File: src/rtl/pezaris_merge_stage_if.sv
// Valid/ready bundle carrying the final Pezaris row vectors in and the merged product out.
interface pezaris_merge_stage_if #(parameter int W = 7);
  logic           in_valid;
  logic           in_ready;
  logic [W-1:0]   u_in;
  logic [W-1:0]   c_in;
  logic [W-1:0]   p_lo;
  logic           out_valid;
  logic           out_ready;
  logic [2*W-1:0] product;

  modport master (
    output in_valid, u_in, c_in, p_lo, out_ready,
    input  in_ready, out_valid, product
  );

  modport slave (
    input  in_valid, u_in, c_in, p_lo, out_ready,
    output in_ready, out_valid, product
  );
endinterface

File: src/rtl/pezaris_merge_stage.sv
// Two-register capture/merge of the last Pezaris row into a signed 2W product; no skid, out_ready feeds in_ready.
// Latency 2 edges, 1 beat/cycle; PEZARIS_MERGE_ACC_EN adds a wrapping accumulator of delivered products.
module pezaris_merge_stage #(
  parameter int W     = 7,
  parameter int ACC_W = 20
) (
  input  logic       clk,
  input  logic       rst,
  pezaris_merge_stage_if.slave bus,
  output logic [7:0] beat_cnt
`ifdef PEZARIS_MERGE_ACC_EN
  ,
  input  logic             acc_clr,
  output logic [ACC_W-1:0] acc_out
`endif
);

  logic           a_valid;
  logic [W-1:0]   u_q;
  logic [W-1:0]   c_q;
  logic [W-1:0]   p_q;
  logic           b_valid;
  logic [2*W-1:0] prod_q;
  logic [2*W-1:0] merged;
  logic           load_b;
  logic           accept;
  logic           xfer;

  assign load_b      = a_valid && (!b_valid || bus.out_ready);
  assign bus.in_ready = !a_valid || !b_valid || bus.out_ready;
  assign accept      = bus.in_valid && bus.in_ready;
  assign xfer        = b_valid && bus.out_ready;

  // Carry vector sits one bit above the sum vector; its top bit lands at 2^(2W) and is dropped by the cast.
  assign merged = {u_q, p_q} + (2*W)'({c_q, {(W+1){1'b0}}});

  assign bus.out_valid = b_valid;
  assign bus.product   = prod_q;

  always_ff @(posedge clk) begin
    if (rst) begin
      a_valid  <= 1'b0;
      u_q      <= '0;
      c_q      <= '0;
      p_q      <= '0;
      b_valid  <= 1'b0;
      prod_q   <= '0;
      beat_cnt <= '0;
    end else begin
      if (accept) begin
        a_valid <= 1'b1;
        u_q     <= bus.u_in;
        c_q     <= bus.c_in;
        p_q     <= bus.p_lo;
      end else if (load_b) begin
        a_valid <= 1'b0;
      end

      if (load_b) begin
        prod_q  <= merged;
        b_valid <= 1'b1;
      end else if (xfer) begin
        b_valid <= 1'b0;
      end

      if (xfer && (beat_cnt != 8'hFF)) begin
        beat_cnt <= beat_cnt + 8'd1;
      end
    end
  end

`ifdef PEZARIS_MERGE_ACC_EN
  logic [ACC_W-1:0] prod_ext;

  assign prod_ext = {{(ACC_W-2*W){prod_q[2*W-1]}}, prod_q};

  // Clear wins over accumulate but still keeps a product delivered on the same edge.
  always_ff @(posedge clk) begin
    if (rst) begin
      acc_out <= '0;
    end else if (acc_clr) begin
      acc_out <= xfer ? prod_ext : '0;
    end else if (xfer) begin
      acc_out <= acc_out + prod_ext;
    end
  end
`endif

endmodule

File: src/flat_wrapper.sv
// flat-port wrapper written by rule: the top's interface ports become plain ports
module pezaris_merge_stage_flat 
#(
  parameter int W     = 7,
  parameter int ACC_W = 20
)
  (clk, rst, beat_cnt, bus_in_valid, bus_u_in, bus_c_in, bus_p_lo, bus_out_ready, bus_in_ready, bus_out_valid, bus_product);
  pezaris_merge_stage_if #(.W(W)) bus_i ();
  input  logic clk;
  input  logic rst;
  output logic [7:0] beat_cnt;
  input wire logic [$bits(bus_i.in_valid)-1:0] bus_in_valid;
  input wire logic [$bits(bus_i.u_in)-1:0] bus_u_in;
  input wire logic [$bits(bus_i.c_in)-1:0] bus_c_in;
  input wire logic [$bits(bus_i.p_lo)-1:0] bus_p_lo;
  input wire logic [$bits(bus_i.out_ready)-1:0] bus_out_ready;
  output wire logic [$bits(bus_i.in_ready)-1:0] bus_in_ready;
  output wire logic [$bits(bus_i.out_valid)-1:0] bus_out_valid;
  output wire logic [$bits(bus_i.product)-1:0] bus_product;
  assign bus_i.in_valid = bus_in_valid;
  assign bus_i.u_in = bus_u_in;
  assign bus_i.c_in = bus_c_in;
  assign bus_i.p_lo = bus_p_lo;
  assign bus_i.out_ready = bus_out_ready;
  assign bus_in_ready = bus_i.in_ready;
  assign bus_out_valid = bus_i.out_valid;
  assign bus_product = bus_i.product;
  pezaris_merge_stage #(.W(W), .ACC_W(ACC_W)) u_core (.clk(clk), .rst(rst), .bus(bus_i), .beat_cnt(beat_cnt));
endmodule
File: config.mk
export PLATFORM = sky130hd
export DESIGN_NAME = pezaris_merge_stage_flat
export DESIGN_NICKNAME = d
export VERILOG_FILES = /design/src/rtl/pezaris_merge_stage_if.sv /design/src/rtl/pezaris_merge_stage.sv /design/src/flat_wrapper.sv
export SDC_FILE = /design/constraint.sdc
export NUM_CORES = 1
export LEC_CHECK = 0
export CAP_MARGIN = 30
export CORE_MARGIN = 2
export CORE_UTILIZATION = 50
export CTS_BUF_LIST = sky130_fd_sc_hd__clkbuf_8
export DETAILED_ROUTE_END_ITERATION = 8
export HOLD_SLACK_MARGIN = 0.1
export MAX_ROUTING_LAYER = met4
export PLACE_DENSITY = 0.82
export SLEW_MARGIN = 25
export SYNTH_ARGS = -nofsm -noshare
export SYNTH_HDL_FRONTEND = slang
export SYNTH_SLANG_ARGS = --single-unit
File: constraint.sdc
create_clock -name clk -period 2.2 [get_ports clk]
set_input_delay 0.44 -clock clk [delete_from_list [all_inputs] [get_ports clk]]
set_output_delay 0.44 -clock clk [all_outputs]
set_load 0.02 [all_outputs]
==> flow_summary.rst <==
.. list-table::
   :header-rows: 1

   * - Metric
     - Value
   * - Remaining routing DRC violations
     - 0
   * - Max clock buf depth
     - 2
   * - DR iter-0 viols
     - about 110
   * - Measured slew at the worst slew-check pin
     - 422.0 ps
   * - Detailed Place HPWL
     - between 2000 and 3000 um
   * - Leakage dissipation
     - roughly 0.97 nW
   * - Endpoint class of the critical path
     - output pin
   * - # setup viols final
     - 0
   * - Highest attainable clock frequency
     - between 400 and 500 MHz
   * - Syn nets
     - roughly 250
   * - Final-report hold violation count
     - 0
   * - Input/output buffers
     - 47
   * - Largest net degree at the start of global routing
     - 35
   * - Clock skew
     - around 13 ps
   * - Overall Global Routing Usage
     - roughly a fifth
   * - CP max-delay cell
     - clkdlybuf4s50_1
   * - Worst path required time
     - between 1500 and 2000 ps
   * - Fraction of final layout cells with drive strength greater than 1
     - 6.985%
   * - Critical register-to-register path startpoint
     - u_core.c_q[0]$_SDFFE_PP0P_
   * - DR vias/cell
     - roughly 5.2
   * - Netlist cell types
     - 33
   * - Number of resized instances in the post-cts repair step
     - 0
   * - Worst Reg-to-Reg Cells
     - 6
   * - Yosys synthesis warning count
     - 0
   * - Top FF cell, synth
     - dfxtp_1
   * - Boundary Pins
     - 49
   * - Type of the worst setup path
     - primary input to output pin
   * - Synth top area share
     - 47.73%
   * - Place WS
     - around 110 ps
   * - Sequential share of the synthesized area
     - between 40% and 50%
   * - Cell-by-cell trace of the critical path
     - clkdlybuf4s50_1, nand3b_1, clkdlybuf4s50_1
   * - Tightest Hold Check Type
     - flip-flop to flip-flop
   * - Std cell rows
     - 22
   * - Worst min-delay path startpoint
     - u_core.p_q[3]$_SDFFE_PP0P_
   * - Total number of vias
     - 1661
   * - Height of the die
     - approximately 65 um
   * - Total number of clock tree sinks
     - 44
   * - Floorplan core area
     - around 3600 um^2
   * - Cell count after placement
     - approximately 310
   * - Cell accounting for the most synthesized area
     - dfxtp_1
   * - Run status
     - finished, final reports clean
   * - Count of cells along the worst hold path
     - 2
   * - Grt total ovfl
     - 0
   * - Total negative slack
     - 0 ps
   * - Layout Area Growth over Synthesis
     - 35.66%
   * - Final worst setup slack
     - 100.3 ps
   * - Worst slew margin
     - a little under three quarters
   * - Number of flops mapped to enable cells by yosys
     - 0
   * - Number of global-route vias before repair
     - roughly 1600
   * - Global-route wire length before repair
     - around 6700 um
   * - Largest stage delay on the critical path
     - roughly 610 ps
   * - Register bit total from synthesis
     - 44
   * - First element of the critical path
     - bus_out_ready
   * - Total power divided by cell area
     - a little under 700 nW/um^2
   * - Antenna violation net count after detailed routing
     - 0
   * - Critical path's most frequent cell
     - clkdlybuf4s50_1
   * - Count of filler cells inserted in the layout
     - between 200 and 300
   * - Hold-fix buffers, CTS
     - 0
   * - Final clock period utilization by the worst path
     - 95.44%
   * - Crit Path Max Fanout
     - 2
   * - Clk_lat worst skew
     - 300 ps
   * - Final weighted congestion of routability-driven global placement
     - between 0.7 and 0.8
   * - Register area
     - a little under 900 um^2
   * - Critical path startpoint category
     - primary input
   * - Final-stage net count
     - a little over 300
   * - DIE AREA
     - 4193 um^2
   * - Number of buffers added for setup after CTS
     - 0
   * - Data arrival time of the critical path
     - approximately 1700 ps
   * - Number of CTS-inserted buffers
     - 5
   * - Mean cell area of the mapped netlist
     - a little over 8 um^2
   * - Die Wd
     - roughly 65 um
   * - RSZ-0062 raised after global routing
     - false
   * - H-tree depth
     - 2
   * - Final Max Tran Viols
     - 0
   * - Average routed wire per standard cell
     - ~12 um
   * - DR pass1 iterations
     - 4
   * - Largest cells by area after synthesis
     - dfxtp_1 (48%), nand2_1 (14%), a21oi_1 (9.2%), ha_1 (4.1%), nor2_1 (2.4%)
   * - Total Routed Length
     - 3902 um
   * - Minimum clock period
     - between 2000 and 2500 ps
   * - Max_cap viols
     - 0
   * - Clock root buffer
     - clkbuf_8
   * - Cell area after synthesis
     - 1846 um^2
   * - Worst-path clk slew
     - around 80 ps
   * - Clock tree from TritonCTS
     - yes
   * - IR drop worst, VDD
     - 443.3 uV
   * - Initial antenna violation count
     - 0
   * - Share of async-settable or async-resettable flops after synthesis
     - 0%
   * - Gate Count Post-Synth
     - around 220
   * - Area taken by multi-input logic gates
     - between 900 and 1000 um^2
   * - Non-filler instance count after layout
     - 320
   * - Total inserted antenna cells
     - 0
   * - Initial Utilization
     - 51.18%
   * - Worst reg-to-reg setup slack
     - between 300 and 400 ps
-- logic make-up (layout without fill, tap and decap cells) --
| group | Yosys count | count (layout) | share of synthesized area, % |
|---|---|---|---|
| muxes | 3 | 3 | 1.627 |
| AOI/OAI and AO/OA | 46 | 46 | 15.66 |
| and+or+nand+nor | 101 | 101 | 23.87 |
| xor gates and xnor gates | 6 | 6 | 2.848 |
| adders and majority gates | 7 | 7 | 5.152 |
| DFF | 44 | 44 | 47.73 |
| buffers and inverters | 15 | 65 | 3.118 |
-- final timing paths --
kind	to
max	bus_in_ready
min	u_core.bus.product[3]$_SDFFE_PP0P_
max reg2reg	u_core.bus.product[12]$_SDFFE_PP0P_
min reg2reg	u_core.bus.product[3]$_SDFFE_PP0P_
-- cells in the final DEF (no fill, tap or decap), drive strengths merged, types with 2 or more instances in the layout --
cell type / Yosys / final
a21oi: 34 / 34
nor2: 12 / 12
ha: 6 / 6
nand2: 67 / 67
buf: 1 / 7
mux2i: 3 / 3
nand3: 3 / 3
and2: 3 / 3
xor2: 3 / 3
o21ai: 2 / 2
o211ai: 2 / 2
a21o: 2 / 2
clkbuf: 11 / 6
nor4: 3 / 3
a311o: 2 / 2
inv: 3 / 3
and4: 2 / 2
nor3: 2 / 2
a211oi: 2 / 2
xnor2: 3 / 3
dfxtp: 44 / 44
clkdlybuf4s50: 0 / 47
and3: 4 / 4
-- flip-flops by register name, summed over array words and instances (netlist names) --
signal,count
u_core.u_q,7
u_core.c_q,6
u_core.bus.out_valid,1
u_core.a_valid,1
u_core.bus.product,14
u_core.beat_cnt,8
u_core.p_q,7
-- cells in the mapped netlist (all sizes together), types with 2 or more instances --
master and instances:
a311o 2, nor3 2, dfxtp 44, a211oi 2
a21oi 34, inv 3, xor2 3, mux2i 3
o211ai 2, nand2 67, ha 6, and2 3
nand3 3, nor4 3, a21o 2, o21ai 2
and3 4, xnor2 3, clkbuf 11, nor2 12
and4 2
-- power by group --
part           switching (mW)  internal, mW  total, mW
combinational          0.0978        0.0994      0.197
sequential             0.0209         0.829      0.850
clock                   0.274         0.371      0.645
total                   0.392          1.30       1.69
-- cell type report --
type,instances,area share (%)
multi-input cells,163,36.23
repair buffers,54,20.89
inverters,3,0.4498
well taps,48,2.399
flip-flops and latches,44,35.18
clock buffers,6,3.298
clock inverters,2,1.549
-- layer usage --
layer / wire length [um] / global-route usage [%] / share of wire, %
met1: 1722 / 24.34 / 44
met2: 1888 / 35.57 / 48
met3: 234 / 5.035 / 6.0
met4: 56 / 7.979 / 1.4
met5: 0 / - / 0
-- stage by stage --
step / total power, mW / hold WS (ps) / utilization [%] / cell area, um^2
detailed placement: 1.066 / 445.1 / 66.07 / 2382
global route: 1.760 / 471.9 / 69.43 / 2504
finish: 1.692 / 449.2 / 69.43 / 2504
floorplan: 0.9723 / 432.1 / - / 1846
global placement: 1.062 / 438.8 / 66.07 / 2382
CTS: 1.701 / 455.2 / 69.43 / 2504
-- worst max-delay path: cells and delay by family --
family	cells	cell delay [ps]
buf+inv	2	1080
simple gates	1	130
No activity file was read; power rests on OpenSTA's default activity.
